## src/rtl/imem_loader.sv

```systemverilog
// Instruction memory with NOP clear sweep after reset and big-endian byte-stream program loader.
// Read latency 1 cycle; load_ready is high only in LOAD, and busy stalls fetch while clearing or loading.
module imem_loader #(
  parameter int                DATA_W   = 32,
  parameter int                DEPTH    = 64,
  parameter int                ADDR_W   = $clog2(DEPTH),
  parameter logic [DATA_W-1:0] NOP_WORD = 32'hF800_0000
) (
  input  logic              clk,
  input  logic              reset_n,
  input  logic              rd_en,
  input  logic [31:0]       rd_addr,
  output logic [DATA_W-1:0] rd_data,
  output logic              rd_oor,
  input  logic              wr_en,
  input  logic [31:0]       wr_addr,
  input  logic [DATA_W-1:0] wr_data,
  input  logic              load_start,
  input  logic              load_valid,
  input  logic [7:0]        load_byte,
  input  logic              load_last,
  output logic              load_ready,
  output logic              load_done,
  output logic              load_err,
  output logic              busy
);

  localparam int BYTES = DATA_W / 8;
  localparam int CNT_W = $clog2(BYTES) + 1;

  typedef enum logic [1:0] {CLEAR, IDLE, LOAD} state_t;

  state_t              state_q, state_d;
  logic [ADDR_W-1:0]   clr_ptr;
  logic [ADDR_W:0]     wr_ptr;
  logic [CNT_W-1:0]    byte_cnt;
  logic [CNT_W-1:0]    cnt_inc;
  logic [DATA_W-1:0]   asm_q;
  logic [DATA_W-1:0]   asm_next;
  logic [DATA_W-1:0]   mem [DEPTH];

  logic                byte_acc;
  logic                word_done;
  logic                load_full;
  logic                rd_in_range;
  logic                wr_in_range;
  logic                cpu_wr;
  logic                mem_we;
  logic [ADDR_W-1:0]   mem_waddr;
  logic [DATA_W-1:0]   mem_wdata;
  logic                unused_ok;

  assign unused_ok = ^{rd_addr[1:0], wr_addr[1:0]};

  assign load_ready = (state_q == LOAD);
  assign busy       = (state_q != IDLE);

  assign rd_in_range = (rd_addr[31:ADDR_W+2] == '0);
  assign wr_in_range = (wr_addr[31:ADDR_W+2] == '0);
  assign cpu_wr      = (state_q == IDLE) && wr_en && wr_in_range && !load_start;

  // Each byte lands at its final big-endian lane, so a short last word is zero-padded for free.
  assign byte_acc  = (state_q == LOAD) && load_valid;
  assign cnt_inc   = CNT_W'(byte_cnt + 1'b1);
  assign word_done = byte_acc && ((cnt_inc == CNT_W'(BYTES)) || load_last);
  assign asm_next  = asm_q | ({load_byte, {(DATA_W-8){1'b0}}} >> {byte_cnt, 3'b000});
  assign load_full = wr_ptr[ADDR_W];

  always_ff @(posedge clk or negedge reset_n) begin
    if (!reset_n) state_q <= CLEAR;
    else          state_q <= state_d;
  end

  always_comb begin
    state_d = state_q;
    case (state_q)
      CLEAR:   if (clr_ptr == ADDR_W'(DEPTH - 1)) state_d = IDLE;
      IDLE:    if (load_start) state_d = LOAD;
      LOAD:    if (load_valid && load_last) state_d = IDLE;
      default: state_d = CLEAR;
    endcase
  end

  // Single write port shared by the clear sweep, CPU writes and the loader.
  always_comb begin
    mem_we    = 1'b0;
    mem_waddr = '0;
    mem_wdata = NOP_WORD;
    case (state_q)
      CLEAR: begin
        mem_we    = 1'b1;
        mem_waddr = clr_ptr;
      end
      IDLE: if (cpu_wr) begin
        mem_we    = 1'b1;
        mem_waddr = wr_addr[ADDR_W+1:2];
        mem_wdata = wr_data;
      end
      LOAD: if (word_done && !load_full) begin
        mem_we    = 1'b1;
        mem_waddr = wr_ptr[ADDR_W-1:0];
        mem_wdata = asm_next;
      end
      default: mem_we = 1'b0;
    endcase
  end

  always_ff @(posedge clk) begin
    if (mem_we) mem[mem_waddr] <= mem_wdata;
  end

  always_ff @(posedge clk or negedge reset_n) begin
    if (!reset_n) begin
      clr_ptr   <= '0;
      wr_ptr    <= '0;
      byte_cnt  <= '0;
      asm_q     <= '0;
      load_done <= 1'b0;
      load_err  <= 1'b0;
    end else begin
      load_done <= byte_acc && load_last;
      if (state_q == CLEAR) clr_ptr <= clr_ptr + 1'b1;
      if (state_q == IDLE && load_start) begin
        wr_ptr   <= '0;
        byte_cnt <= '0;
        asm_q    <= '0;
        load_err <= 1'b0;
      end else if (byte_acc) begin
        if (word_done) begin
          byte_cnt <= '0;
          asm_q    <= '0;
          // Pointer parks at DEPTH so every further word is flagged rather than wrapped.
          if (load_full) load_err <= 1'b1;
          else           wr_ptr   <= wr_ptr + 1'b1;
        end else begin
          byte_cnt <= cnt_inc;
          asm_q    <= asm_next;
        end
      end
    end
  end

  always_ff @(posedge clk or negedge reset_n) begin
    if (!reset_n) begin
      rd_data <= NOP_WORD;
      rd_oor  <= 1'b0;
    end else if (rd_en) begin
      rd_oor  <= !rd_in_range;
      rd_data <= (!rd_in_range || busy) ? NOP_WORD : mem[rd_addr[ADDR_W+1:2]];
    end
  end

endmodule

```

## config.mk

```make
export PLATFORM = sky130hd
export DESIGN_NAME = imem_loader
export DESIGN_NICKNAME = d
export VERILOG_FILES = /design/src/rtl/imem_loader.sv
export SDC_FILE = /design/constraint.sdc
export NUM_CORES = 2
export LEC_CHECK = 0
export CORE_MARGIN = 2
export CORE_UTILIZATION = 50
export CTS_CLUSTER_SIZE = 10
export DETAILED_ROUTE_END_ITERATION = 10
export GPL_ROUTABILITY_DRIVEN = 1
export GPL_TIMING_DRIVEN = 0
export HOLD_SLACK_MARGIN = 0.02
export PLACE_DENSITY_LB_ADDON = 0.3
export REMOVE_ABC_BUFFERS = 1
export SLEW_MARGIN = 20
export SYNTH_ARGS = -nofsm -noshare
export SYNTH_HDL_FRONTEND = slang
export SYNTH_SLANG_ARGS = --single-unit
export TNS_END_PERCENT = 10
```

## constraint.sdc

```tcl
create_clock -name clk -period 10.2 [get_ports clk]
set_clock_uncertainty 0.05 [all_clocks]
set_input_delay 2.04 -clock clk [delete_from_list [all_inputs] [get_ports clk]]
set_output_delay 2.04 -clock clk [all_outputs]
set_load 0.01 [all_outputs]
```

Word-level counts from Yosys, hierarchy flattened --
Memories as Yosys holds them, arrays and structs flattened. Cells that the tools add are included.
Operators by class: equality and inequality tests 9, shift-type cells 1, add/subtract/negate cells 3, mux-type cells 30, bitwise logic cells 1, reductions and logical operators 24
Operators by type and width (count):
- $mux W32 | 6
- $pmux W32 S2 | 1
- $logic_not A24 Y1 | 2
- $or A32 B32 Y32 | 1
- $shr A32 B6 Y32 | 1
- $mux W7 | 4
- $pmux W6 S3 | 1
- $mux W6 | 2
- $logic_and A1 B1 Y1 | 9
- $mux W3 | 3
- $reduce_and A3 Y1 | 3
- $mux W1 | 8
- $add A7 B1 Y7 const B | 1
- $add A6 B1 Y6 const B | 1
- $eq A6 B6 Y1 const B | 1
- $mux W2 | 3
- $ne A2 B1 Y1 const B | 3
- $pmux W2 S3 | 1
- $reduce_bool A2 Y1 | 3
- $ne A2 B2 Y1 const B | 2
- $add A3 B1 Y3 const B | 1
- $eq A3 B3 Y1 const B | 1
- $logic_not A1 Y1 | 3
- $pmux W1 S3 | 1
- other kinds (5) | 6
Storage, ports and cells: flip-flop bits (word level) 85, input port bits 111, RAM bits 2048, memories 1, output and inout port bits 37, logic and storage cells 79
Memories:
- mem | words 64, width 32, rd ports 1, clocked after memory_dff 0, write ports 1, line 40 | logic [DATA_W-1:0] mem [DEPTH];

Longest topological paths before layout --
depth in word-level cells 9, depth in mapped cells 11, gate-level depth less buffers 8

Worst setup path after synthesis --
No wires, ideal clock.
kind input port to flip-flop, start point input wr_addr[9], end point memory mem[40][0] (enable), required time 9689 ps, arrival time 5543 ps, setup time 461 ps, stages 7, buffers on the path 1, slack 4146 ps, cell sequence nor4b_1 and4_1 and2_1 buf_2 a221oi_4 nand3b_1 nor3_1
Between the ends: word-level cells in the longest chain between the ends 7, elaborated cells on any way between the ends 9, classes of those cells mux (6); reduce/logical (3)
RTL lines:
- start, declared | line 16 | input logic [31:0] wr_addr,
- $logic_not A24 Y1 (*) | line 59 | assign wr_in_range = (wr_addr[31:ADDR_W+2] == '0);
- $logic_and A1 B1 Y1 (*) (2 in series) | line 60 | assign cpu_wr = (state_q == IDLE) && wr_en && wr_in_range && !load_start;
- $mux W1 | line 94 | IDLE: if (cpu_wr) begin
- $pmux W1 S3 | line 89 | case (state_q)
- $mux W1 | line 109 | if (mem_we) mem[mem_waddr] <= mem_wdata;
- $mux W1 (implied by the code) | line 109
- end, declared | line 40
Mark *: on every way between the ends. The rest lies on a longest branch, timed or not.

Worst setup path after layout --
start point input load_valid, end point memory mem[40][10] (enable)
Between the ends: word-level cells in the longest chain between the ends 7, elaborated cells on any way between the ends 9, classes of those cells mux (6); reduce/logical (3)
RTL lines:
- start, declared | line 19 | input logic load_valid,
- $logic_and A1 B1 Y1 (*) | line 63 | assign byte_acc = (state_q == LOAD) && load_valid;
- $logic_and A1 B1 Y1 (*) | line 65 | assign word_done = byte_acc && ((cnt_inc == CNT_W'(BYTES)) || load_last);
- $logic_and A1 B1 Y1 (*) | line 99 | LOAD: if (word_done && !load_full) begin
- $mux W1 | line 99
- $pmux W1 S3 | line 89
- $mux W1 | line 109
- $mux W1 (implied by the code) | line 109
Marks and branches as above.

==> reports/metrics.cfg <==
[run_status]
status = finished clean

[pwr]
power_density_nw_per_um2 = 179
p_seq_frac = 0.540
peakVddDrop_mv = 0.186
power_frac_clock = 0.433
internal-power_mw = 14.0
p_leak_nw = 27.4
power_frac_comb = 0.027
power_switching_mw = 3.48
p_sw_frac = 0.199

[sta]
slew_headroom = 0.258
setup_tns_ns = 0
finalCritPeriodShare = 0.612
period_needed_ns = 6.25
fmax_mhz = 160
finalMaxSlewViolations = 0
hold_violations = 0
tightest_slew_ns = 1.11
setup_viol = 0
rsz0062_at_grt = no

[route]
via_per_inst = 6.33
drc = 0
drt_iter0_drc = 5867
totalWireLength_mm = 217
wl_per_cell_um = 31.8
antenna_left = 0
vias = 43100
dr.pass1.iters = 6

[clock_tree]
clk_latency_ns = 0.84
post-cts-setup-buffer-count = 0
cts_tree = done
cts_num_sinks = 2133
holdBufCountCts = 0
cts_root_buffer = clkbuf_16
cts_inserted_buffers = 231
cts-resized-gates = 0
clk_pin_slew_ns = 0.06
clockBufferDepth = 3
ctsHtreeMaxLevel = 4

[setup_path]
crit_fanout = 13
critical_path_arrival_ns = 6.73
critPathLaunchType = primary input
critPathKind = primary input to flip-flop
r2r-start = state_q[0]
end_kind = flip-flop
cp.required_ns = 10.69
crit_start = load_valid

[finish]
drive_gt1_frac = 0.215
fillers = 11500
nets = 4545
post-route-util = 0.594
layoutNonFillerInstCount = 6814
area_growth_pct = 18.3

[die]
die_w_um = 411
fp.dieH_um = 411
die_area_sq_um = 169000
initial_utilization = 0.503
core-area_sq_um = 165000
rows = 149
pin_count = 148

[place]
routabilityCongestion = 0.782
dp.cells = 6381
post-dp-hpwl_mm = 139
portBuffers = 143

[synth]
syn_inst = 4069
synth_edf_count = 2048
synth_seq_cells = 2133
yosysSeqAreaShare = 0.768
yosys_warnings = 0
synthArstFlopShare = 0.0398
syn_avg_cell_area_sq_um = 20.4
synth_most_common_cell = edfxtp_1
synth_top_area_share = 0.742
ys.flop_type = edfxtp_1
synth_top_cell_by_area = edfxtp_1
syn-cell-area_sq_um = 82800
synthDistinctLibCells = 68
synthTopCellsByArea = edfxtp_1, mux4_2, mux2i_1
ys_top_cells_by_count = edfxtp_1, mux4_2, mux2i_1, nor2_1, a21oi_1

[global_routing]
grtUsageTotal = 0.257
grt_max_degree = 120
grt_pass1_wl_mm = 309
antenna_found_initial = 6
grt_pass1_vias = 43000
grt-ovfl-total = 0

[min_path]
worstHoldPathType = flip-flop to flip-flop
hold_start = asm_q[25]

[job]
drv_cap = 0

-- per-stage QoR --
step / hold WS (ns) / area [sq um] / setup slack (ns) / total power, mW
CTS: 0.443 / 98000 / 4.19 / 17.6
global placement: 0.413 / 85800 / -28.85 / 10.5
floorplan: 0.401 / 81700 / 3.62 / 9.80
global route: 0.461 / 98000 / 3.84 / 18.0
detailed placement: 0.430 / 91200 / 3.30 / 10.1
finish: 0.438 / 98000 / 3.95 / 17.5
-- layer usage --
| layer | track usage | part of all wire | up-vias |
|---|---|---|---|
| met3 | 0.0502 | 0.094 | 406 |
| met4 | 0.0865 | 0.035 | 2 |
| met1 | 0.346 | 0.37 | 22800 |
| li1 | - | - | 17600 |
| met2 | 0.426 | 0.50 | 2310 |
| met5 | 0 | 0.000055 | - |
-- power by group through the flow --
| stage | Clock (mW) | Combinational, mW | Sequential (mW) |
|---|---|---|---|
| after CTS | 7.67 | 0.466 | 9.46 |
| after floorplan | 0 | 0.165 | 9.64 |
| after detailed placement | 0 | 0.465 | 9.64 |
| final | 7.58 | 0.466 | 9.46 |
| after global routing | 8.01 | 0.487 | 9.45 |
| after global placement | 0 | 0.894 | 9.64 |
-- cell usage in the layout (no fill, tap or decap), types with 24 or more instances in the layout --
cell type,netlist,layout
edfxtp_1,2048,2048
mux2i_1,343,343
nor2_1,131,68
nand3_1,32,27
o21ai_0,77,77
clkdlybuf4s50_1,0,136
o22ai_1,117,117
nand2_1,124,124
buf_12,0,75
dfrtp_1,80,80
buf_16,0,106
a21oi_1,130,129
nor4_1,30,28
a22oi_1,28,28
nor2b_1,43,40
nor2_4,0,63
mux4_2,403,403
clkbuf_16,0,240
clkbuf_1,66,185
a21o_1,24,24
and2_2,0,29
-- layout make-up --
| cell class | instances | area, sq um | area share |
|---|---|---|---|
| diodes | 1 | 2.50 | 0.0000255 |
| inverters | 21 | 78.8 | 0.000805 |
| well taps | 2189 | 2740 | 0.0280 |
| clock buffers | 426 | 6710 | 0.0685 |
| multi-input cells | 1690 | 18600 | 0.190 |
| repair buffers | 348 | 6070 | 0.0619 |
| flip-flops and latches | 2133 | 63600 | 0.650 |
| clock inverters | 6 | 88.8 | 0.000907 |
-- kinds of logic (layout without fill, tap and decap cells) --
group / after synthesis / after routing / share of synthesized area
adders and majority gates: 9 / 9 / 0.00136
and+or+nand+nor: 462 / 462 / 0.0276
muxes: 750 / 750 / 0.152
xor gates and xnor gates: 12 / 12 / 0.00127
other: 0 / 1 / 0
buffers and inverters: 246 / 801 / 0.0153
AOI/OAI and AO/OA: 457 / 457 / 0.0348
DFF: 2133 / 2133 / 0.768
-- critical path, cell delays in order --
cell             delay (ns)
clkdlybuf4s50_1        0.57
nand2_1                0.13
o2bb2ai_1              0.89
a32oi_1                0.27
a21oi_1                0.46
nand3b_1               0.72
nor3_2                 0.86
buf_4                  0.32
buf_4                  0.23
buf_4                  0.20
-- registers in the layout (all words and copies together) (netlist names) --
register   flops
mem         2048
asm_q         32
rd_data       32
wr_ptr         7
clr_ptr        6
byte_cnt       3
state_q        2
load_done      1
load_err       1
rd_oor         1
-- final timing paths --
check                      slack (ns)  cells past startpoint     endpoint
setup / recovery                 3.95                     10  mem[40][10]
hold / removal                   0.44                      2    asm_q[25]
setup reg to reg                 4.52                     11  mem[40][10]
hold reg to reg                  0.44                      2    asm_q[25]
max in group asynchronous        8.19                      2       rd_oor
min in group asynchronous        1.09                      1  rd_data[21]
(Power assumes the default switching activity.)
